### config.mk
export PLATFORM = sky130hd
export DESIGN_NAME = i2c_bus_arbiter_flat
export DESIGN_NICKNAME = d
export VERILOG_FILES = /design/src/rtl/i2c_bus_arbiter_if.sv /design/src/rtl/i2c_bus_arbiter.sv /design/src/flat_wrapper.sv
export SDC_FILE = /design/constraint.sdc
export NUM_CORES = 1
export LEC_CHECK = 0
export BUFFER_PORTS_ARGS = -buffer_cell sky130_fd_sc_hd__buf_2
export CAP_MARGIN = 20
export CORE_UTILIZATION = 52
export DETAILED_ROUTE_END_ITERATION = 7
export PLACE_DENSITY = 0.85
export SKIP_LAST_GASP = 1
export SLEW_MARGIN = 15
export SYNTH_ARGS = -nofsm -noshare
export SYNTH_HDL_FRONTEND = slang
export SYNTH_SLANG_ARGS = --single-unit
### constraint.sdc
create_clock -name clk -period 3 [get_ports clk]
set_clock_uncertainty 0.15 [all_clocks]
set_input_delay 0.3 -clock clk [delete_from_list [all_inputs] [get_ports clk]]
set_output_delay 0.3 -clock clk [all_outputs]
set_load 0.05 [all_outputs]
### src/rtl/i2c_bus_arbiter_if.sv
// Signal bundle between the two requesters, the arbiter and the shared i2c_master.
// The master modport is the arbiter's view; slave is the requester/master-side environment.
interface i2c_bus_arbiter_if;
   logic [1:0] req;
   logic [1:0] grant;
   logic [1:0] done;
   logic       timeout;

   logic [7:0] r0_nbytes;
   logic [6:0] r0_addr;
   logic       r0_rw;
   logic [7:0] r0_write_data;
   logic       r0_tx_data_req;
   logic       r0_rx_data_ready;

   logic [7:0] r1_nbytes;
   logic [6:0] r1_addr;
   logic       r1_rw;
   logic [7:0] r1_write_data;
   logic       r1_tx_data_req;
   logic       r1_rx_data_ready;

   logic [7:0] r_read_data;

   logic       m_start;
   logic [7:0] m_nbytes;
   logic [6:0] m_addr;
   logic       m_rw;
   logic [7:0] m_write_data;
   logic [7:0] m_read_data;
   logic       m_tx_data_req;
   logic       m_rx_data_ready;
   logic       m_busy;

   modport master (
      input  req,
      input  r0_nbytes, r0_addr, r0_rw, r0_write_data,
      input  r1_nbytes, r1_addr, r1_rw, r1_write_data,
      input  m_read_data, m_tx_data_req, m_rx_data_ready, m_busy,
      output grant, done, timeout,
      output r0_tx_data_req, r0_rx_data_ready,
      output r1_tx_data_req, r1_rx_data_ready,
      output r_read_data,
      output m_start, m_nbytes, m_addr, m_rw, m_write_data
   );

   modport slave (
      output req,
      output r0_nbytes, r0_addr, r0_rw, r0_write_data,
      output r1_nbytes, r1_addr, r1_rw, r1_write_data,
      output m_read_data, m_tx_data_req, m_rx_data_ready, m_busy,
      input  grant, done, timeout,
      input  r0_tx_data_req, r0_rx_data_ready,
      input  r1_tx_data_req, r1_rx_data_ready,
      input  r_read_data,
      input  m_start, m_nbytes, m_addr, m_rw, m_write_data
   );
endinterface

### src/rtl/i2c_bus_arbiter.sv
// Round-robin arbiter sharing one i2c_master between two requesters, one transaction per grant,
// with a guard gap after each transaction and a watchdog that forces release.
module i2c_bus_arbiter #(
   parameter int unsigned GUARD_CYCLES   = 4,
   parameter int unsigned TIMEOUT_CYCLES = 65535
) (
   input logic               clk,
   input logic               reset,
   i2c_bus_arbiter_if.master bus
);
   localparam int unsigned   GW         = (GUARD_CYCLES > 1) ? $clog2(GUARD_CYCLES) : 1;
   localparam logic [GW-1:0] GUARD_LAST = GW'(GUARD_CYCLES - 1);
   localparam logic [19:0]   WD_LAST    = 20'(TIMEOUT_CYCLES - 1);

   typedef enum logic [2:0] {IDLE, LATCH, START, RUN, GUARD} state_t;

   state_t        state;
   logic          winner;
   logic          last_served;
   logic          pick;
   logic [19:0]   wd_cnt;
   logic [GW-1:0] guard_cnt;

   // Under contention the requester not served last wins.
   always_comb begin
      pick = ~last_served;
      if (bus.req == 2'b01)
         pick = 1'b0;
      else if (bus.req == 2'b10)
         pick = 1'b1;
   end

   always_ff @(posedge clk) begin
      if (reset) begin
         state       <= IDLE;
         winner      <= 1'b0;
         last_served <= 1'b1;
         wd_cnt      <= '0;
         guard_cnt   <= '0;
         bus.grant   <= '0;
         bus.done    <= '0;
         bus.timeout <= 1'b0;
         bus.m_start <= 1'b0;
         bus.m_nbytes <= '0;
         bus.m_addr  <= '0;
         bus.m_rw    <= 1'b0;
      end else begin
         bus.done    <= '0;
         bus.timeout <= 1'b0;
         case (state)
            IDLE: begin
               if (|bus.req && !bus.m_busy) begin
                  winner    <= pick;
                  bus.grant <= pick ? 2'b10 : 2'b01;
                  state     <= LATCH;
               end
            end
            LATCH: begin
               bus.m_nbytes <= winner ? bus.r1_nbytes : bus.r0_nbytes;
               bus.m_addr   <= winner ? bus.r1_addr   : bus.r0_addr;
               bus.m_rw     <= winner ? bus.r1_rw     : bus.r0_rw;
               last_served  <= winner;
               wd_cnt       <= '0;
               bus.m_start  <= 1'b1;
               state        <= START;
            end
            START, RUN: begin
               // The watchdog takes priority over both the start handshake and normal completion.
               if (wd_cnt == WD_LAST) begin
                  bus.timeout <= 1'b1;
                  bus.done    <= winner ? 2'b10 : 2'b01;
                  bus.grant   <= '0;
                  bus.m_start <= 1'b0;
                  guard_cnt   <= '0;
                  state       <= GUARD;
               end else begin
                  wd_cnt <= wd_cnt + 20'd1;
                  if (state == START) begin
                     if (bus.m_busy) begin
                        bus.m_start <= 1'b0;
                        state       <= RUN;
                     end
                  end else if (!bus.m_busy) begin
                     bus.done  <= winner ? 2'b10 : 2'b01;
                     bus.grant <= '0;
                     guard_cnt <= '0;
                     state     <= GUARD;
                  end
               end
            end
            GUARD: begin
               if (guard_cnt == GUARD_LAST)
                  state <= IDLE;
               else
                  guard_cnt <= guard_cnt + 1'b1;
            end
            default: state <= IDLE;
         endcase
      end
   end

   assign bus.r0_tx_data_req   = bus.m_tx_data_req   & bus.grant[0];
   assign bus.r1_tx_data_req   = bus.m_tx_data_req   & bus.grant[1];
   assign bus.r0_rx_data_ready = bus.m_rx_data_ready & bus.grant[0];
   assign bus.r1_rx_data_ready = bus.m_rx_data_ready & bus.grant[1];
   assign bus.r_read_data      = bus.m_read_data;
   assign bus.m_write_data     = bus.grant[0] ? bus.r0_write_data :
                                 bus.grant[1] ? bus.r1_write_data : '0;
endmodule

### src/flat_wrapper.sv
// flat-port wrapper written by rule: the top's interface ports become plain ports
module i2c_bus_arbiter_flat 
#(
   parameter int unsigned GUARD_CYCLES   = 4,
   parameter int unsigned TIMEOUT_CYCLES = 65535
)
  (clk, reset, bus_req, bus_r0_nbytes, bus_r0_addr, bus_r0_rw, bus_r0_write_data, bus_r1_nbytes, bus_r1_addr, bus_r1_rw, bus_r1_write_data, bus_m_read_data, bus_m_tx_data_req, bus_m_rx_data_ready, bus_m_busy, bus_grant, bus_done, bus_timeout, bus_r0_tx_data_req, bus_r0_rx_data_ready, bus_r1_tx_data_req, bus_r1_rx_data_ready, bus_r_read_data, bus_m_start, bus_m_nbytes, bus_m_addr, bus_m_rw, bus_m_write_data);
  i2c_bus_arbiter_if bus_i ();
  input logic clk;
  input logic reset;
  input wire logic [$bits(bus_i.req)-1:0] bus_req;
  input wire logic [$bits(bus_i.r0_nbytes)-1:0] bus_r0_nbytes;
  input wire logic [$bits(bus_i.r0_addr)-1:0] bus_r0_addr;
  input wire logic [$bits(bus_i.r0_rw)-1:0] bus_r0_rw;
  input wire logic [$bits(bus_i.r0_write_data)-1:0] bus_r0_write_data;
  input wire logic [$bits(bus_i.r1_nbytes)-1:0] bus_r1_nbytes;
  input wire logic [$bits(bus_i.r1_addr)-1:0] bus_r1_addr;
  input wire logic [$bits(bus_i.r1_rw)-1:0] bus_r1_rw;
  input wire logic [$bits(bus_i.r1_write_data)-1:0] bus_r1_write_data;
  input wire logic [$bits(bus_i.m_read_data)-1:0] bus_m_read_data;
  input wire logic [$bits(bus_i.m_tx_data_req)-1:0] bus_m_tx_data_req;
  input wire logic [$bits(bus_i.m_rx_data_ready)-1:0] bus_m_rx_data_ready;
  input wire logic [$bits(bus_i.m_busy)-1:0] bus_m_busy;
  output wire logic [$bits(bus_i.grant)-1:0] bus_grant;
  output wire logic [$bits(bus_i.done)-1:0] bus_done;
  output wire logic [$bits(bus_i.timeout)-1:0] bus_timeout;
  output wire logic [$bits(bus_i.r0_tx_data_req)-1:0] bus_r0_tx_data_req;
  output wire logic [$bits(bus_i.r0_rx_data_ready)-1:0] bus_r0_rx_data_ready;
  output wire logic [$bits(bus_i.r1_tx_data_req)-1:0] bus_r1_tx_data_req;
  output wire logic [$bits(bus_i.r1_rx_data_ready)-1:0] bus_r1_rx_data_ready;
  output wire logic [$bits(bus_i.r_read_data)-1:0] bus_r_read_data;
  output wire logic [$bits(bus_i.m_start)-1:0] bus_m_start;
  output wire logic [$bits(bus_i.m_nbytes)-1:0] bus_m_nbytes;
  output wire logic [$bits(bus_i.m_addr)-1:0] bus_m_addr;
  output wire logic [$bits(bus_i.m_rw)-1:0] bus_m_rw;
  output wire logic [$bits(bus_i.m_write_data)-1:0] bus_m_write_data;
  assign bus_i.req = bus_req;
  assign bus_i.r0_nbytes = bus_r0_nbytes;
  assign bus_i.r0_addr = bus_r0_addr;
  assign bus_i.r0_rw = bus_r0_rw;
  assign bus_i.r0_write_data = bus_r0_write_data;
  assign bus_i.r1_nbytes = bus_r1_nbytes;
  assign bus_i.r1_addr = bus_r1_addr;
  assign bus_i.r1_rw = bus_r1_rw;
  assign bus_i.r1_write_data = bus_r1_write_data;
  assign bus_i.m_read_data = bus_m_read_data;
  assign bus_i.m_tx_data_req = bus_m_tx_data_req;
  assign bus_i.m_rx_data_ready = bus_m_rx_data_ready;
  assign bus_i.m_busy = bus_m_busy;
  assign bus_grant = bus_i.grant;
  assign bus_done = bus_i.done;
  assign bus_timeout = bus_i.timeout;
  assign bus_r0_tx_data_req = bus_i.r0_tx_data_req;
  assign bus_r0_rx_data_ready = bus_i.r0_rx_data_ready;
  assign bus_r1_tx_data_req = bus_i.r1_tx_data_req;
  assign bus_r1_rx_data_ready = bus_i.r1_rx_data_ready;
  assign bus_r_read_data = bus_i.r_read_data;
  assign bus_m_start = bus_i.m_start;
  assign bus_m_nbytes = bus_i.m_nbytes;
  assign bus_m_addr = bus_i.m_addr;
  assign bus_m_rw = bus_i.m_rw;
  assign bus_m_write_data = bus_i.m_write_data;
  i2c_bus_arbiter #(.GUARD_CYCLES(GUARD_CYCLES), .TIMEOUT_CYCLES(TIMEOUT_CYCLES)) u_core (.clk(clk), .reset(reset), .bus(bus_i));
endmodule
== Word level (Yosys, flattened, before mapping) ==
Index checks and enable logic that the tools add are counted.
Word-level totals
  register bits after elaboration: 49
  word-level logic and storage cells: 86
Operators by class
  $add $sub $neg: 2
  equality and inequality tests: 18
  multiplexer cells: 33
  bitwise logic cells: 6
  reduce and logical (&&, ||, !) cells: 15
Operator list (number)
  20-bit case mux with 2 select lines: 1
  8-bit 2-to-1 mux: 3
  20-bit by 1-bit adder with 20-bit output, second input constant: 1
  20-bit by 16-bit equality test with 1-bit output, second input constant: 1
  2-bit 2-to-1 mux: 10
  20-bit 2-to-1 mux: 1
  3-bit 2-to-1 mux: 6
  3-bit case mux with 4 select lines: 1
  4-bit AND reduction: 3
  3-bit by 2-bit != test with 1-bit output, second input constant: 3
  2-bit case mux with 2 select lines: 2
  1-bit 2-to-1 mux: 7
  7-bit 2-to-1 mux: 1
  3-bit by 2-bit equality test with 1-bit output, second input constant: 2
  2-bit nonzero test: 3
  2-bit OR reduction: 3
  1-bit AND: 4
  2-bit equality test, second input constant: 2
  2-bit by 1-bit != test with 1-bit output, second input constant: 2
  2-bit != test, second input constant: 2
  4-bit by 2-bit != test with 1-bit output, second input constant: 1
  4-bit by 3-bit != test with 1-bit output, second input constant: 1
  2-bit AND reduction: 2
  3-bit by 1-bit equality test with 1-bit output, second input constant: 1
  10 further kinds: 11

== Logic depth before layout (Yosys ltp) ==
Gate-level depths: netlist (run 1).
  word-level depth: 6
  gate-level depth with buffers: 8

== Worst setup path before layout (run 1) ==
No wires, ideal clock.
  path kind: register -> output
  from: reg u_core.bus.grant[1]
  to: out bus_m_write_data[0]
  arrival time: 1.525 ns
  required time: 2.550 ns
  setup slack: 1.025 ns
  cell stages (with the launch flop): 4
  cells stage by stage: dfxtp_1 -> nor2b_1 -> clkbuf_1 -> a22o_1
On the way
  cells in the longest elaborated chain, start to end: 2
RTL lines
  start, declared: line i2c_bus_arbiter_if.sv:40  | output grant, done, timeout,
  start signal, assigned: line i2c_bus_arbiter.sv:54  | bus.grant <= pick ? 2'b10 : 2'b01;
  8-bit 2-to-1 mux: line i2c_bus_arbiter.sv:108  | bus.grant[1] ? bus.r1_write_data : '0;
  8-bit 2-to-1 mux: line i2c_bus_arbiter.sv:107  | assign bus.m_write_data = bus.grant[0] ? bus.r0_write_data :
  end, declared: line flat_wrapper.sv:36  | output wire logic [$bits(bus_i.m_write_data)-1:0] bus_m_write_data;
Every way passes these cells.

== Worst setup path in the final report (run 1) ==
  from: reg u_core.state[1]
  to: reg u_core.wd_cnt[15]
On the way
  cells in the longest elaborated chain, start to end: 4
  elaborated cells on any way between the ends: 8
RTL lines
  start, declared: line i2c_bus_arbiter.sv:17  | state_t state;
  start signal, assigned: line i2c_bus_arbiter.sv:35  | state <= IDLE;
  start signal, assigned: line i2c_bus_arbiter.sv:55  | state <= LATCH;
  start signal, assigned: line i2c_bus_arbiter.sv:65  | state <= START;
  3-bit by 2-bit equality test with 1-bit output: line i2c_bus_arbiter.sv:50  | case (state)
  2-bit OR reduction: line i2c_bus_arbiter.sv:50
  2-bit != test (no source line) / 2-bit nonzero test (equally long branches)
  2-bit AND reduction (no source line)
  end signal, assigned: line i2c_bus_arbiter.sv:77  | wd_cnt <= wd_cnt + 20'd1;
  end, declared: line i2c_bus_arbiter.sv:21  | logic [19:0] wd_cnt;
Several ways; a longest one is shown, not always the timed one.
A chain may end at the register's enable or synchronous reset.

==> results.cfg, run 1 <==
[status]
status = complete, no violations

[global_route]
antenna_found_initial = 0
grt_max_degree = 35
grt_pass1_wl_um = 9340
grt_usage = 0.221
grt.overflow.total = 0
grt_pass1_vias = 2114

[clock_network]
cts.sinks = 49
cts_resized = 0
clkTransAtPathRegs_ns = 0.09
htreeDepth = 2
cts_buffer_depth = 2
root_buffer = clkbuf_8
cts_hold_buf = 0
cts_tree = done
clkLatencyLatePin_ns = 0.30
post_cts_buffers = 0
cts_inserted_buffers = 5

[synthesis]
synth_top_area_cell = dfxtp_1
ys_types = 50
synthTopCellsByArea = dfxtp_1 (38%), mux2i_1 (6.5%), nor2_1 (5.7%)
ys_seq_elements = 49
synth_top_area_share = 0.376
syn-num-nets = 358
synthArstFlopShare = 0
dominantRegCellSynth = dfxtp_1
netlist_area_mm2 = 0.00261
syn_area_per_cell_um2 = 8.94
syn_inst = 292
seq_area_frac_synth = 0.376
synth_edf_count = 0
ys_warn_count = 0

[power]
power_per_cell_area_mw_per_mm2 = 514
vdd_drop_max_uv = 320
power_leakage_nw = 1.26
power.total_w = 0.00160

[critical_path]
cp.arrival_ns = 2.33
path_class = reg -> reg
path_max_fanout = 16
critPathLaunchType = register
cp_cell_sequence = or3b_1 -> nand2b_1 -> or2_1 -> mux2i_1
crit_path_max_incr_delay_ns = 0.66
crit_start = u_core.state[1]$_SDFFE_PP0P_
endpoint_kind = register
crit_required_ns = 3.08
r2r-start = u_core.state[1]$_SDFFE_PP0P_
cp_slowest_cell = dfxtp_1

[sta]
maxSlewHeadroom = 0.565
worst_pin_slew_ns = 0.651
fin_tns_setup_ns = 0
period_minus_slack_ns = 2.25
fin_crit_sh = 0.751
fmax_ghz = 0.444
grt_setup_unrepaired = no
setup_viol = 0
slew_violations = 0
hold_violations = 0

[final_layout]
syn_to_final_growth_pct = 19.6
final_common_cell = buf_2
nNetsFinal = 427
antenna_cells = 0
drive_above_1_share = 0.309
layout_common_cells = buf_2 (88), dfxtp_1 (49), nor2_1 (40)

[floorplanning]
die_width_um = 72.9
initial_utilization = 0.546
core_area_mm2 = 0.00479
die_y_um = 72.9
rows = 25
ios = 105
die_area_mm2 = 0.00531

[worst_hold_path]
worstHoldStart = bus_req[0]
worstHoldPathType = in -> reg

[routing]
antenna_left = 0
post_drt_wl_per_cell_um = 13.0
vias = 2347
drt_wl_total_um = 5560
vias_per_cell = 5.47
drt_iter0_drc = 206
drcViolationCount = 0
drt-pass1-iter-count = 4

[placed_design]
place_congestion = 0.862
io_buffers = 88
place_hpwl_um = 4230

[flow_run]
maxCapViolCount = 0
## cells by family after synthesis
logic type               synth area share
adder cells (fa/ha/maj)            0.0144
XOR/XNOR                           0.0402
buffers and inverters              0.0661
AO/OA/AOI/OAI                       0.199
AND/OR/NAND/NOR                     0.239
flip-flops                          0.376
multiplexers                       0.0652
## per-layer routing
metal | part of all wire | GRT usage
met2 | 0.51 | 0.364
met5 | 0 | 0
met3 | 0.043 | 0.0456
met4 | 0.0040 | 0.0719
met1 | 0.45 | 0.289
## report_power, final
part / internal [W] / total (W) / switching [W]
Clock: 0.000331 / 0.000549 / 0.000218
Combinational: 0.000109 / 0.000342 / 0.000233
Sequential: 0.000681 / 0.000714 / 0.0000331
## area by class of cell
type / count / area [um2]
tap: 67 / 83.8
fill: 398 / 1660
inverter: 3 / 11.3
timing repair buffer: 90 / 455
clock inverter: 3 / 65.1
sequential: 49 / 981
clock buffer: 5 / 68.8
multi-input combinational: 212 / 1460
## registers in the layout, summed over array words and instances, names as in the netlist
signal / cells
u_core.bus.m_rw: 1
u_core.bus.timeout: 1
u_core.bus.grant: 2
u_core.bus.m_start: 1
u_core.guard_cnt: 2
u_core.bus.m_addr: 7
u_core.bus.m_nbytes: 8
u_core.last_served: 1
u_core.winner: 1
u_core.bus.done: 2
u_core.wd_cnt: 20
u_core.state: 3
## path summary, 6_finish.rpt
| check | end | slack (ns) | cells after the start |
|---|---|---|---|
| setup / recovery | u_core.wd_cnt[15]$_SDFFE_PP0P_ | 0.75 | 4 |
| hold reg to reg | u_core.guard_cnt[1]$_SDFFE_PP0P_ | 0.32 | 2 |
| setup reg to reg | u_core.wd_cnt[15]$_SDFFE_PP0P_ | 0.75 | 4 |
| hold / removal | u_core.bus.grant[0]$_SDFFE_PP0P_ | 0.14 | 3 |
## cell usage after synthesis, types with 3 or more instances
library cell  instances
nor3_1                7
ha_1                  3
xnor2_1               8
nand2_1              14
nand4_1               8
dfxtp_1              49
xor2_1                4
nor2_1               40
and4_1                3
nand3_1               6
a21oi_1               8
nand2b_1              4
a211oi_1             17
or3_1                 5
clkbuf_1             11
nor2b_1               3
mux2i_1              17
buf_2                 6
o21ai_1               7
a31oi_1               3
inv_1                 3
a22o_1                8
buf_4                 9
or2_1                 3
a2111oi_2             6
o21ai_0               3
and2_1                8
nor4_1                3
## worst max-delay path: cells and delay by family (launching register included)
kind / cells / cell delay (ns)
flops: 1 / 0.66
mux: 1 / 0.12
simple gates: 3 / 1.25
## per-stage QoR
stage / setup slack, ns / instances / util / hold slack, ns / cell area (um2)
after floorplan: 1.02 / 292 / - / 0.279 / 2610
after global placement: 0.873 / 421 / 0.625 / 0.296 / 2990
after detailed placement: 0.743 / 421 / 0.625 / 0.304 / 2990
after CTS: 0.725 / 429 / 0.653 / 0.126 / 3120
after global routing: 0.560 / 429 / 0.653 / 0.169 / 3120
final: 0.748 / 429 / 0.653 / 0.138 / 3120
Power figures use the tool's default switching activity.
==> inputs of run 2 (changes only) <==
--- a/config.mk
+++ b/config.mk
@@ -7,9 +7,9 @@
 export LEC_CHECK = 0
 export BUFFER_PORTS_ARGS = -buffer_cell sky130_fd_sc_hd__buf_2
 export CAP_MARGIN = 20
-export CORE_UTILIZATION = 52
+export CORE_UTILIZATION = 44
 export DETAILED_ROUTE_END_ITERATION = 7
-export PLACE_DENSITY = 0.85
+export PLACE_DENSITY = 0.77
 export SKIP_LAST_GASP = 1
 export SLEW_MARGIN = 15
 export SYNTH_ARGS = -nofsm -noshare
==> constraint.sdc (replaced) <==
create_clock -name clk -period 1.8 [get_ports clk]
set_clock_uncertainty 0.15 [all_clocks]
set_input_delay 0.18 -clock clk [delete_from_list [all_inputs] [get_ports clk]]
set_output_delay 0.18 -clock clk [all_outputs]
set_load 0.05 [all_outputs]
==> run 2 against run 1 <==
  * Worst setup slack got worse by 0.72 ns
  * Worst hold slack got worse by 0.11 ns
  * Critical endpoint is now u_core.wd_cnt[12]$_SDFFE_PP0P_
  * Sequential cell count unchanged
  * Largest power group unchanged
  * Via count rose by 5.3%
  * Clock power up 18%
  * Cell count rose by 8.6%
  * Combinational power is 95% higher
==> results.cfg, run 2 (same netlist as run 1, synthesis figures left out) <==
[status]
status = complete, no violations

[routing]
drcViolationCount = 0
drt-pass1-iter-count = 4
vias_per_cell = 5.30
drt_wl_total_um = 6400
post_drt_wl_per_cell_um = 13.7
drt_iter0_drc = 101
vias = 2472
antenna_left = 0

[placed_design]
place_hpwl_um = 4710
place_congestion = 0.784
io_buffers = 88
dp_cells = 454

[sta]
worst_pin_slew_ns = 0.384
fin_tns_setup_ns = 0
fmax_ghz = 0.564
maxSlewHeadroom = 0.743
slew_violations = 0
setup_viol = 0
grt_setup_unrepaired = yes
hold_violations = 0
period_minus_slack_ns = 1.77
fin_crit_sh = 0.985

[floorplanning]
die_width_um = 79.0
ios = 105
rows = 27
die_area_mm2 = 0.00625
die_y_um = 79.0
initial_utilization = 0.466
core_area_mm2 = 0.00561

[power]
power_per_cell_area_mw_per_mm2 = 695
switchingPower_w = 0.000811
p_int_w = 0.00167
power.share.sequential = 0.469
vdd_drop_max_uv = 482
pwr-share-comb = 0.269
netSwitchingFraction = 0.327
power_leakage_nw = 1.42
p_clk_frac = 0.262

[critical_path]
path_delay_family = simple AND/OR/NAND/NOR gates
cp_cell_sequence = inv_2 -> ha_4 -> nor2b_4 -> and4_4 -> a2111oi_4 -> xnor2_1 -> nor2_1
ff2ff_path_depth = 7
cp_slowest_cell = a2111oi_4
crit_buf_inv = 1
path_max_fanout = 8
crit_start = u_core.wd_cnt[0]$_SDFFE_PP0P_
crit_path_max_incr_delay_ns = 0.38
r2r_end = u_core.wd_cnt[12]$_SDFFE_PP0P_
endpoint = u_core.wd_cnt[12]$_SDFFE_PP0P_
r2r-start = u_core.wd_cnt[0]$_SDFFE_PP0P_
path_class = reg -> reg
endpoint_kind = register
crit_required_ns = 1.86
critPathLaunchType = register
r2r_slack_ns = 0.03
cp.arrival_ns = 1.83
worst-path-stages = 7

[clock_network]
cts.sinks = 49
cts_tree = done
cts_buffer_depth = 2
htreeDepth = 2
clkTransAtPathRegs_ns = 0.08
cts_inserted_buffers = 5
root_buffer = clkbuf_8
cts_hold_buf = 0
clkLatencyLatePin_ns = 0.30

[final_layout]
largest_reg_flops = 20
top_regs = u_core.wd_cnt: 20 flops, u_core.bus.m_nbytes: 8 flops, u_core.bus.m_addr: 7 flops
final_common_cell = buf_2
num-fill-cells = 501
fin_cells = 466
nNetsFinal = 460
drive_above_1_share = 0.454
layout_common_cells = buf_2 (88), dfxtp_1 (44), nor2_1 (39)
top_register = u_core.wd_cnt
final_core_util = 0.636
antenna_cells = 0
syn_to_final_growth_pct = 36.6

[global_route]
grt.overflow.total = 0
grt_pass1_wl_um = 9830
grt_max_degree = 34
grt_usage = 0.198
antenna_found_initial = 0
grt_pass1_vias = 2261

[worst_hold_path]
worstHoldStart = bus_req[0]
worstHoldPathType = in -> reg

[flow_run]
maxCapViolCount = 0
[run 2: cell type report]
type | instances | area, um2 | area share
inverter | 3 | 11.3 | 0.00316
clock buffer | 6 | 82.6 | 0.0232
tap | 72 | 90.1 | 0.0253
sequential | 49 | 990 | 0.278
clock inverter | 1 | 7.51 | 0.00211
multi-input combinational | 212 | 1670 | 0.467
timing repair buffer | 123 | 719 | 0.202
[run 2: what timing repair did]
item,in CTS,in global routing
pin swaps,11,15
buffers inserted,3,2
gates cloned,0,0
resized for setup,15,19
endpoints found under the setup margin,26,21
[run 2: worst min path at each step]
| stage | to | slack [ns] | depth (start not counted) |
|---|---|---|---|
| after floorplan | u_core.bus.grant[0]$_SDFFE_PP0P_ | 0.18 | 2 |
| after global placement | bus_r_read_data[0] | 0.21 | 0 |
| after detailed placement | bus_r_read_data[0] | 0.21 | 0 |
| after CTS | u_core.bus.grant[0]$_SDFFE_PP0P_ | 0.01 | 3 |
| after global routing | u_core.bus.grant[0]$_SDFFE_PP0P_ | 0.05 | 3 |
| final | u_core.bus.grant[0]$_SDFFE_PP0P_ | 0.03 | 3 |
[run 2: stage by stage]
stage	instance area, um2	power (W)	setup WS [ns]	hold slack [ns]
2_1_floorplan	2720	0.00169	-0.00908	0.177
3_3_place_gp	3310	0.00182	0.00820	0.211
3_5_place_dp	3310	0.00184	-0.123	0.211
4_1_cts	3490	0.00249	-0.00263	0.0100
5_1_grt	3570	0.00259	-0.0599	0.0547
6_report	3570	0.00248	0.0275	0.0264
[run 2: worst register-to-register path, stage by stage, from the launching register on]
cell and delay [ns]:
dfxtp_2 0.35, inv_2 0.05, ha_4 0.15, nor2b_4 0.13
and4_4 0.26, a2111oi_4 0.38, xnor2_1 0.15, nor2_1 0.05
[run 2: power groups by stage]
stage          registers (W)  clock network (W)  logic [W]
6_report             0.00116           0.000649   0.000667
5_1_grt              0.00117           0.000711   0.000713
4_1_cts              0.00116           0.000667   0.000658
3_5_place_dp         0.00119                  0   0.000648
3_3_place_gp         0.00119                  0   0.000638
2_1_floorplan        0.00133                  0   0.000363
[run 2: metal layers]
layer | GRT usage | routed length (um) | up-vias
met3 | 0.0264 | 386 | 12
met5 | 0 | 0 | -
li1 | - | - | 1257
met1 | 0.223 | 2630 | 1124
met2 | 0.367 | 3270 | 79
met4 | 0.0873 | 124 | 0
==> inputs of run 3 (changes only) <==
--- a/config.mk
+++ b/config.mk
@@ -7,6 +7,7 @@
 export LEC_CHECK = 0
 export BUFFER_PORTS_ARGS = -buffer_cell sky130_fd_sc_hd__buf_2
 export CAP_MARGIN = 20
+export CORE_ASPECT_RATIO = 1.4
 export CORE_UTILIZATION = 44
 export DETAILED_ROUTE_END_ITERATION = 7
 export PLACE_DENSITY = 0.77
==> constraint.sdc (replaced) <==
create_clock -name clk -period 1.8 [get_ports clk]
set_clock_uncertainty 0.15 [all_clocks]
set_input_delay 0.18 -clock clk [delete_from_list [all_inputs] [get_ports clk]]
set_output_delay 0.18 -clock clk [all_outputs]
set_load 0.005 [all_outputs]
==> run 3 against run 2 <==
  * The flow now finishes with violations (negative setup slack)
  * Global-route usage up 1.3 points
  * Count of clock-buffer cells in the layout down 1
  * Die area about the same
  * Cell count down 0.86%
  * Highest routed layer unchanged
==> results.cfg, run 3 (same netlist as run 1, synthesis figures left out) <==
[routing]
vias = 2500
vias_per_cell = 5.41
post_drt_wl_per_cell_um = 14.3
drt-pass1-iter-count = 4
drt_wl_total_um = 6600
drt_iter0_drc = 194
drcViolationCount = 0
antenna_left = 0

[power]
p_int_w = 0.00191
pwr-share-comb = 0.177
power_leakage_nw = 1.44
switchingPower_w = 0.000633
vdd_drop_max_uv = 303
netSwitchingFraction = 0.249
p_clk_frac = 0.363
power_per_cell_area_mw_per_mm2 = 709
power.share.sequential = 0.460

[global_route]
grt_pass1_wl_um = 10100
grt_pass1_vias = 2362
antenna_found_initial = 0
grt_usage = 0.211
grt.overflow.total = 0
grt_max_degree = 20

[final_layout]
multi_input_area_mm2 = 0.00164
design_area_mm2 = 0.00359
final_common_cell = buf_2
syn_to_final_growth_pct = 37.5
layout_common_cells = buf_2 (88), dfxtp_1 (43), nor2_1 (39)
fin_cells = 462
top_regs = u_core.wd_cnt: 20 flops, u_core.bus.m_nbytes: 8 flops, u_core.bus.m_addr: 7 flops
seq_area_um2 = 991
drive_above_1_share = 0.429
top_register = u_core.wd_cnt
nNetsFinal = 459
largest_reg_flops = 20
antenna_cells = 0
num-fill-cells = 456

[placed_design]
dp_cells = 448
io_buffers = 88
place_hpwl_um = 4800
placed_cell_area_mm2 = 0.00329
place_congestion = 0.915

[sta]
setup_viol = 2
fin_crit_sh = 1.00
fmax_ghz = 0.555
maxSlewHeadroom = 0.724
period_minus_slack_ns = 1.80
worst_slack_ns = -0.00268
worst_pin_slew_ns = 0.412
hold_violations = 0
slew_violations = 0
grt_setup_unrepaired = yes

[floorplanning]
die_area_mm2 = 0.00625
core_area_mm2 = 0.00561
rows = 32
initial_utilization = 0.466
die_y_um = 93.2
ios = 105
die_width_um = 67.1

[clock_network]
cts_buffer_depth = 2
cts_tree = done
root_buffer = clkbuf_8
clkTransAtPathRegs_ns = 0.09
cts_inserted_buffers = 5
cts.sinks = 49
clkLatencyLatePin_ns = 0.31
htreeDepth = 2

[critical_path]
critPathLaunchType = register
endpoint_kind = register
cp.arrival_ns = 1.90
path_delay_family = simple AND/OR/NAND/NOR gates
path_max_fanout = 5
cp_slowest_cell = dfxtp_2
path_class = reg -> reg
crit_buf_inv = 3
crit_path_max_incr_delay_ns = 0.36
cp_cell_sequence = inv_2 -> ha_4 -> nor2b_4 -> buf_4 -> nand4_1 -> buf_6 -> o21ai_4 -> or3_4 -> a21oi_2
crit_required_ns = 1.90

[status]
violations = negative setup slack
status = complete, but fails checks

[flow_run]
maxCapViolCount = 0

[worst_hold_path]
worstHoldPathType = in -> reg
## run 3: what timing repair did
action                     CTS  global route
hold endpoints to repair     1             0
cloned                       0             0
buffers inserted             6             0
hold buffers                 1             0
pin swaps                    9            20
setup endpoints to repair   27            23
resized for setup           17            19
## run 3: worst register-to-register path, stage by stage, from the launching register on
cell and delay [ns]:
dfxtp_2 0.36, inv_2 0.05, ha_4 0.15, nor2b_4 0.12
buf_4 0.14, nand4_1 0.11, buf_6 0.14, o21ai_4 0.08
or3_4 0.34, a21oi_2 0.12
## run 3: per-layer routing
metal	vias up	GRT usage	routed length (um)	share of wire
met2	79	0.387	3500	0.53
li1	1258	-	-	-
met3	16	0.0415	328	0.050
met5	-	0	0	0
met4	0	0.115	172	0.026
met1	1147	0.215	2600	0.39
## run 3: power groups by stage
stage	clock (W)	sequential [W]	combinational, W
2_1_floorplan	0	0.00119	0.000249
4_1_cts	0.000939	0.00117	0.000449
6_report	0.000924	0.00117	0.000450
3_3_place_gp	0	0.00119	0.000416
3_5_place_dp	0	0.00120	0.000425
5_1_grt	0.000977	0.00118	0.000497
## run 3: path summary, 6_finish.rpt
kind / slack, ns / endpoint / start / cells past startpoint
max: -0.003 / u_core.wd_cnt[4]$_SDFFE_PP0P_ / u_core.wd_cnt[0]$_SDFFE_PP0P_ / 9
min: 0.05 / u_core.bus.m_addr[0]$_SDFFE_PP0P_ / bus_r0_addr[0] / 3
max reg2reg: -0.003 / u_core.wd_cnt[4]$_SDFFE_PP0P_ / u_core.wd_cnt[0]$_SDFFE_PP0P_ / 9
min reg2reg: 0.32 / u_core.guard_cnt[1]$_SDFFE_PP0P_ / u_core.guard_cnt[1]$_SDFFE_PP0P_ / 2
## run 3: area by class of cell
cell class,count,share of cell area
multi-input combinational,212,0.457
sequential,49,0.276
timing repair buffer,122,0.202
tap,68,0.0237
clock buffer,5,0.0192
clock inverter,3,0.0181
inverter,3,0.00314
## run 3: per-stage QoR
stage / setup slack, ns / total power, W / util / TNS, ns / hold slack, ns
after detailed placement: -0.0724 / 0.00162 / 0.588 / -0.343 / 0.210
final: -0.00268 / 0.00254 / 0.641 / -0.00372 / 0.0469
after floorplan: -0.00816 / 0.00144 / - / -0.00816 / 0.177
after global placement: -0.00831 / 0.00161 / 0.588 / -0.0168 / 0.210
after global routing: -0.0809 / 0.00265 / 0.641 / -0.508 / 0.0611
after CTS: -0.0124 / 0.00256 / 0.634 / -0.0246 / 0.0442
